$ cat src/rtl/bch_pkg.sv
// Shared BCH(63,24) constants and GF(2^6) arithmetic helpers.
// Also used by bch_encode for N, K and PRIM_POLY.
package bch_pkg;

    localparam int unsigned N        = 63;
    localparam int unsigned K        = 24;
    localparam int unsigned T        = 7;
    localparam int unsigned M        = 6;
    localparam int unsigned NUM_SYND = 2 * T;
    localparam int unsigned SYND_W   = NUM_SYND * M;
    localparam int unsigned CNT_W    = $clog2(N + 1);

    localparam logic [M:0] PRIM_POLY = 7'b1000011;

    typedef logic [M-1:0] gf_elem_t;

    // alpha^e for e = 0..2T, entry e at bits [e*M +: M]
    localparam logic [(NUM_SYND+1)*M-1:0] ALPHA_POW = {
        6'h14, 6'h0A, 6'h05, 6'h23, 6'h30, 6'h18, 6'h0C, 6'h06,
        6'h03, 6'h20, 6'h10, 6'h08, 6'h04, 6'h02, 6'h01
    };

    // General GF(2^M) product: carry-less multiply then reduce by PRIM_POLY.
    function automatic gf_elem_t gf_mul(input gf_elem_t a, input gf_elem_t b);
        logic [2*M-2:0] prod;
        prod = '0;
        for (int unsigned i = 0; i < M; i++) begin
            if (b[i]) begin
                prod = prod ^ ((2*M-1)'(a) << i);
            end
        end
        for (int i = 2 * int'(M) - 2; i >= int'(M); i--) begin
            if (prod[i]) begin
                prod = prod ^ ((2*M-1)'(PRIM_POLY) << (i - int'(M)));
            end
        end
        return prod[M-1:0];
    endfunction

    // Multiply by the constant alpha^e; folds to an XOR network when e is static.
    function automatic gf_elem_t gf_mul_alpha_pow(input gf_elem_t a, input int unsigned e);
        return gf_mul(a, ALPHA_POW[e*M +: M]);
    endfunction

endpackage

$ cat src/rtl/gf_horner_cell.sv
// One syndrome accumulator: S <= S*alpha^EXP ^ r per consumed bit, or S <= r on frame start.
// Exposes the next accumulator value so the top can capture a completed frame on the last edge.
module gf_horner_cell
    import bch_pkg::*;
#(
    parameter int unsigned EXP = 1
) (
    input  logic         i_clk,
    input  logic         i_rst,
    input  logic         i_bit,
    input  logic         i_load,
    input  logic         i_shift,
    output logic [M-1:0] o_acc_nxt_c
);

    logic [M-1:0] r_acc;
    logic [M-1:0] w_acc_nxt;

    always_comb begin
        w_acc_nxt = r_acc;
        if (i_load) begin
            w_acc_nxt = M'(i_bit);
        end else if (i_shift) begin
            w_acc_nxt = gf_mul_alpha_pow(r_acc, EXP) ^ M'(i_bit);
        end
    end

    always_ff @(posedge i_clk) begin
        if (i_rst) begin
            r_acc <= '0;
        end else begin
            r_acc <= w_acc_nxt;
        end
    end

    assign o_acc_nxt_c = w_acc_nxt;

endmodule

$ cat src/rtl/bch_syndrome.sv
// Serial BCH(63,24) syndrome generator over GF(2^6), one codeword bit per valid cycle.
// Define BCH_EVEN_SYND_EN to compute even syndromes too; otherwise only odd S_j are produced.
module bch_syndrome
    import bch_pkg::*;
(
    input  logic              i_clk,
    input  logic              i_rst,
    input  logic              i_data_in,
    input  logic              i_data_valid,
    output logic [SYND_W-1:0] o_synd,
    output logic              o_synd_valid,
    output logic              o_err_detect,
    output logic              o_busy
);

    localparam logic [0:0] ST_IDLE  = 1'b0;
    localparam logic [0:0] ST_ACCUM = 1'b1;

`ifdef BCH_EVEN_SYND_EN
    localparam bit EVEN_EN = 1'b1;
`else
    localparam bit EVEN_EN = 1'b0;
`endif

    logic [0:0]        r_state;
    logic [0:0]        w_state_nxt;
    logic [CNT_W-1:0]  r_cnt;
    logic [SYND_W-1:0] r_synd;
    logic              r_synd_valid;
    logic              r_err_detect;
    logic              w_load;
    logic              w_shift;
    logic              w_last;
    logic [SYND_W-1:0] w_synd_nxt;

    always_ff @(posedge i_clk) begin
        if (i_rst) begin
            r_state <= ST_IDLE;
        end else begin
            r_state <= w_state_nxt;
        end
    end

    // Next state and per-bit strobes; the N-th consumed bit closes the frame.
    always_comb begin
        w_state_nxt = r_state;
        w_load      = 1'b0;
        w_shift     = 1'b0;
        w_last      = 1'b0;
        case (r_state)
            ST_IDLE: begin
                if (i_data_valid) begin
                    w_load      = 1'b1;
                    w_state_nxt = ST_ACCUM;
                end
            end
            ST_ACCUM: begin
                if (i_data_valid) begin
                    w_shift = 1'b1;
                    if (r_cnt == CNT_W'(N - 1)) begin
                        w_last      = 1'b1;
                        w_state_nxt = ST_IDLE;
                    end
                end
            end
            default: w_state_nxt = ST_IDLE;
        endcase
    end

    for (genvar j = 1; j <= NUM_SYND; j++) begin : g_synd
        if (EVEN_EN || (j % 2 == 1)) begin : g_cell
            gf_horner_cell #(
                .EXP(j)
            ) u_cell (
                .i_clk      (i_clk),
                .i_rst      (i_rst),
                .i_bit      (i_data_in),
                .i_load     (w_load),
                .i_shift    (w_shift),
                .o_acc_nxt_c(w_synd_nxt[j*M-1 -: M])
            );
        end else begin : g_tied
            assign w_synd_nxt[j*M-1 -: M] = '0;
        end
    end

    // Bit counter and result registers; results hold until the next frame completes.
    always_ff @(posedge i_clk) begin
        if (i_rst) begin
            r_cnt        <= '0;
            r_synd       <= '0;
            r_synd_valid <= 1'b0;
            r_err_detect <= 1'b0;
        end else begin
            r_synd_valid <= w_last;
            if (w_load) begin
                r_cnt <= CNT_W'(1);
            end else if (w_shift) begin
                r_cnt <= r_cnt + CNT_W'(1);
            end
            if (w_last) begin
                r_synd       <= w_synd_nxt;
                r_err_detect <= |w_synd_nxt;
            end
        end
    end

    assign o_synd       = r_synd;
    assign o_synd_valid = r_synd_valid;
    assign o_err_detect = r_err_detect;
    assign o_busy       = (r_state == ST_ACCUM);

endmodule

$ cat config.mk
export PLATFORM = sky130hd
export DESIGN_NAME = bch_syndrome
export DESIGN_NICKNAME = d
export VERILOG_FILES = /design/src/rtl/bch_pkg.sv /design/src/rtl/gf_horner_cell.sv /design/src/rtl/bch_syndrome.sv
export SDC_FILE = /design/constraint.sdc
export NUM_CORES = 1
export LEC_CHECK = 0
export ABC_AREA = 1
export CAP_MARGIN = 20
export CORE_UTILIZATION = 26
export CTS_BUF_LIST = sky130_fd_sc_hd__clkbuf_4
export CTS_CLUSTER_DIAMETER = 30
export DETAILED_ROUTE_END_ITERATION = 7
export HOLD_SLACK_MARGIN = 0.06
export SYNTH_ARGS = -nofsm -noshare
export SYNTH_HDL_FRONTEND = slang
export SYNTH_HIERARCHICAL = 1
export SYNTH_SLANG_ARGS = --single-unit
$ cat constraint.sdc
create_clock -name i_clk -period 2.3 [get_ports i_clk]
set_input_delay 0.69 -clock i_clk [delete_from_list [all_inputs] [get_ports i_clk]]
set_output_delay 0.69 -clock i_clk [all_outputs]
set_load 0.02 [all_outputs]
==> flow_metrics.tcl <==
set metrics [dict create \
    status "completed" \
    critical_path.cell_chain "clkdlybuf4s50_1" \
    multi_input_area_mm2 0.00231 \
    syn_inst 688 \
    crit_slowest_cell "clkdlybuf4s50_1" \
    syn_area_per_cell_um2 6.91 \
    worst_pin_slew_ns 0.529 \
    switching_share_pct 31.7 \
    finalCritPeriodShare_pct 95.4 \
    place_area_mm2 0.00598 \
    internal-power_mw 2.13 \
    dp_hpwl_mm 8.21 \
    required_ns 1.61 \
    numClockSinks 93 \
    synthTopCellsByArea "dfxtp_1, nor2_1, nand2_1" \
    clock_path_buffers 2 \
    clkTransAtPathRegs_ns 0.16 \
    fill_cells 1958 \
    post-route-min-period_ns 2.19 \
    critPathTopFamily "buffers and inverters" \
    maxCapViolCount 0 \
    pwr_density_cell_mw_per_mm2 510 \
    drive_gt1_share_pct 17.4 \
    first_iter_violations 207 \
    worstHoldStart "o_synd[27]$_SDFFE_PP0P_" \
    syn_to_final_growth_pct 28.3 \
    final_max_slew_viol_count 0 \
    rsz0062_at_grt "false" \
    core_mm2 0.0180 \
    wl_per_cell_um 10.5 \
    ioPinCount 91 \
    fmax_mhz 456 \
    rows 49 \
    p_leak_nw 2.72 \
    clockRootBuffer "clkbuf_4" \
    die_h_um 137 \
    seq_power_share_pct 54.1 \
    cp-end-kind "primary output" \
    final_area_mm2 0.00610 \
    routed_wl_mm 11.0 \
    die-area_mm2 0.0188 \
    ff_latch_area_mm2 0.00186 \
    cts_hold_buffers 0 \
    fin_util_pct 34.0 \
    pwr-share-comb_pct 18.9 \
    yosys.area.top_type "dfxtp_1" \
    port-buffer-count 48 \
    hold_viol 0 \
    crit_path_start "o_err_detect$_SDFFE_PP0P_" \
    p_switching_mw 0.986 \
    die_w_um 137 \
    finalSetupViolations 0 \
    diodes 0 \
    worstPathArrival_ns 1.50 \
    r2r_start "o_busy$_SDFF_PP0_" \
    critPathMaxStageDelay_ns 0.62 \
    path_buf_inv 1 \
    viasPerCell 4.15 \
    seq_area_frac_synth_pct 39.2 \
    synth_top_area_share_pct 39.2 \
    antenna_left 0 \
    relSlewSlack_pct 64.7 \
    drc 0 \
    cts-htree-levels 3 \
    tritoncts "yes" \
    cts-buffers-inserted 9 \
    irDropWorstVdd_mv 0.206 \
    yosysUniqueCellTypes 33 \
    nets 819 \
    grt_overflow 0 \
    first_pass_iters 4 \
    netlist_area_mm2 0.00475 \
    hp-class "reg -> reg" \
    crit_fanout 2 \
    grt_pass1_vias 3987 \
    path_class "reg -> out" \
    vias 4347 \
    track_usage_pct 12.8 \
    clkPwrFrac_pct 26.9 \
    clkLatencyLatePin_ns 0.47 \
    finClkSkew_ns 0.0200 \
    grt_pass1_wl_mm 18.8 \
    ys.warnings.count 6 \
    start_util_pct 26.5 \
    grt_max_degree 43 \
    synth-seq-cells 93 \
    antenna_found_initial 0 \
    gp_congestion 0.832 \
    start_kind "register" \
]
[state kept, by name (all words and copies together) (netlist names)]
| register | flops |
|---|---|
| r_cnt | 6 |
| o_synd | 42 |
| o_busy | 1 |
| o_err_detect | 1 |
| g_synd.g_cell.u_cell/r_acc | 42 |
| o_synd_valid | 1 |
[power by group through the flow]
stage               Clock [mW]  Combinational [mW]  Sequential (mW)
floorplan                    0               0.425             1.71
global placement             0               0.587             1.72
detailed placement           0               0.591             1.72
CTS                      0.903               0.592             1.69
global route             0.951               0.666             1.69
finish                   0.839               0.588             1.69
[layer usage]
layer	global-route usage, %	wire (um)
met5	0	0
met2	20.5	5020
met3	3.38	418
met4	3.79	128
met1	16.7	5460
[through the flow]
step	instances	hold slack (ns)	setup slack [ns]	setup TNS, ns	power, mW
floorplan	729	0.453	0.104	0	2.14
global placement	1031	0.464	-0.272	-3.82	2.31
detailed placement	1031	0.470	-0.290	-4.15	2.31
CTS	1047	0.493	0.0300	0	3.18
global route	1047	0.512	0.0245	0	3.31
finish	1047	0.486	0.107	0	3.11
[repair_timing]
| item | in CTS | in global routing |
|---|---|---|
| gates resized for setup | 1 | 0 |
| buffers inserted | 0 | 0 |
| setup endpoints to repair | 1 | 0 |
[cell usage after synthesis]
cell type	n
nand2_4	1
a21oi_2	8
or2_1	1
inv_4	1
nor3_1	11
buf_6	5
nor4_1	6
o21ai_0	46
ha_1	2
buf_8	1
o21bai_1	1
buf_4	45
xnor2_1	10
a211oi_1	4
nand3_1	37
nand3_2	3
inv_2	8
clkbuf_1	8
nor2_2	4
nand2_1	104
o21ai_1	12
nand2_2	9
nor3_2	1
clkinv_2	1
conb_1	1
xor2_1	9
dfxtp_1	93
nor2_1	159
nor2_4	1
a21oi_1	25
nand4_1	3
buf_2	4
inv_1	64
[placed cells by master (no fill, tap or decap), drive strengths merged]
| cell type | instances |
|---|---|
| or2 | 1 |
| clkinvlp | 2 |
| ha | 2 |
| nor3 | 12 |
| nand2 | 114 |
| dlygate4sd2 | 1 |
| xnor2 | 10 |
| a21oi | 33 |
| nand3 | 40 |
| clkinv | 3 |
| clkdlybuf4s50 | 47 |
| conb | 42 |
| inv | 76 |
| a211oi | 4 |
| o21bai | 1 |
| nor4 | 6 |
| buf | 88 |
| nand4 | 3 |
| o21ai | 58 |
| nor2 | 164 |
| clkbuf | 9 |
| xor2 | 9 |
| dfxtp | 93 |
[kinds of logic (layout without fill, tap and decap cells)]
kind of cell    after synthesis  count (layout)  share of synthesized area (%)
simple gates                340             340                           30.2
buf+inv                     137             226                           15.6
compound gates               96              96                           11.0
flops                        93              93                           39.2
xor+xnor                     19              19                           3.50
fa+ha+maj                     2               2                          0.526
other cells                   1              42                         0.0789
[final cells by class]
class                   instances  share of cell area, %
clock inverters                 7                  0.943
flip-flops and latches         93                   30.5
multi-input cells             499                   37.8
repair buffers                136                   20.3
well taps                     229                   4.70
clock buffers                   9                   1.11
inverters                      74                   4.61
[path summary, 6_finish.rpt]
check        cells after the start  slack [ns]                        end
max                              1        0.11               o_err_detect
min                              2        0.49    o_synd[27]$_SDFFE_PP0P_
max reg2reg                     13        0.51  o_err_detect$_SDFFE_PP0P_
min reg2reg                      2        0.49    o_synd[27]$_SDFFE_PP0P_
Power figures use the tool's default switching activity.
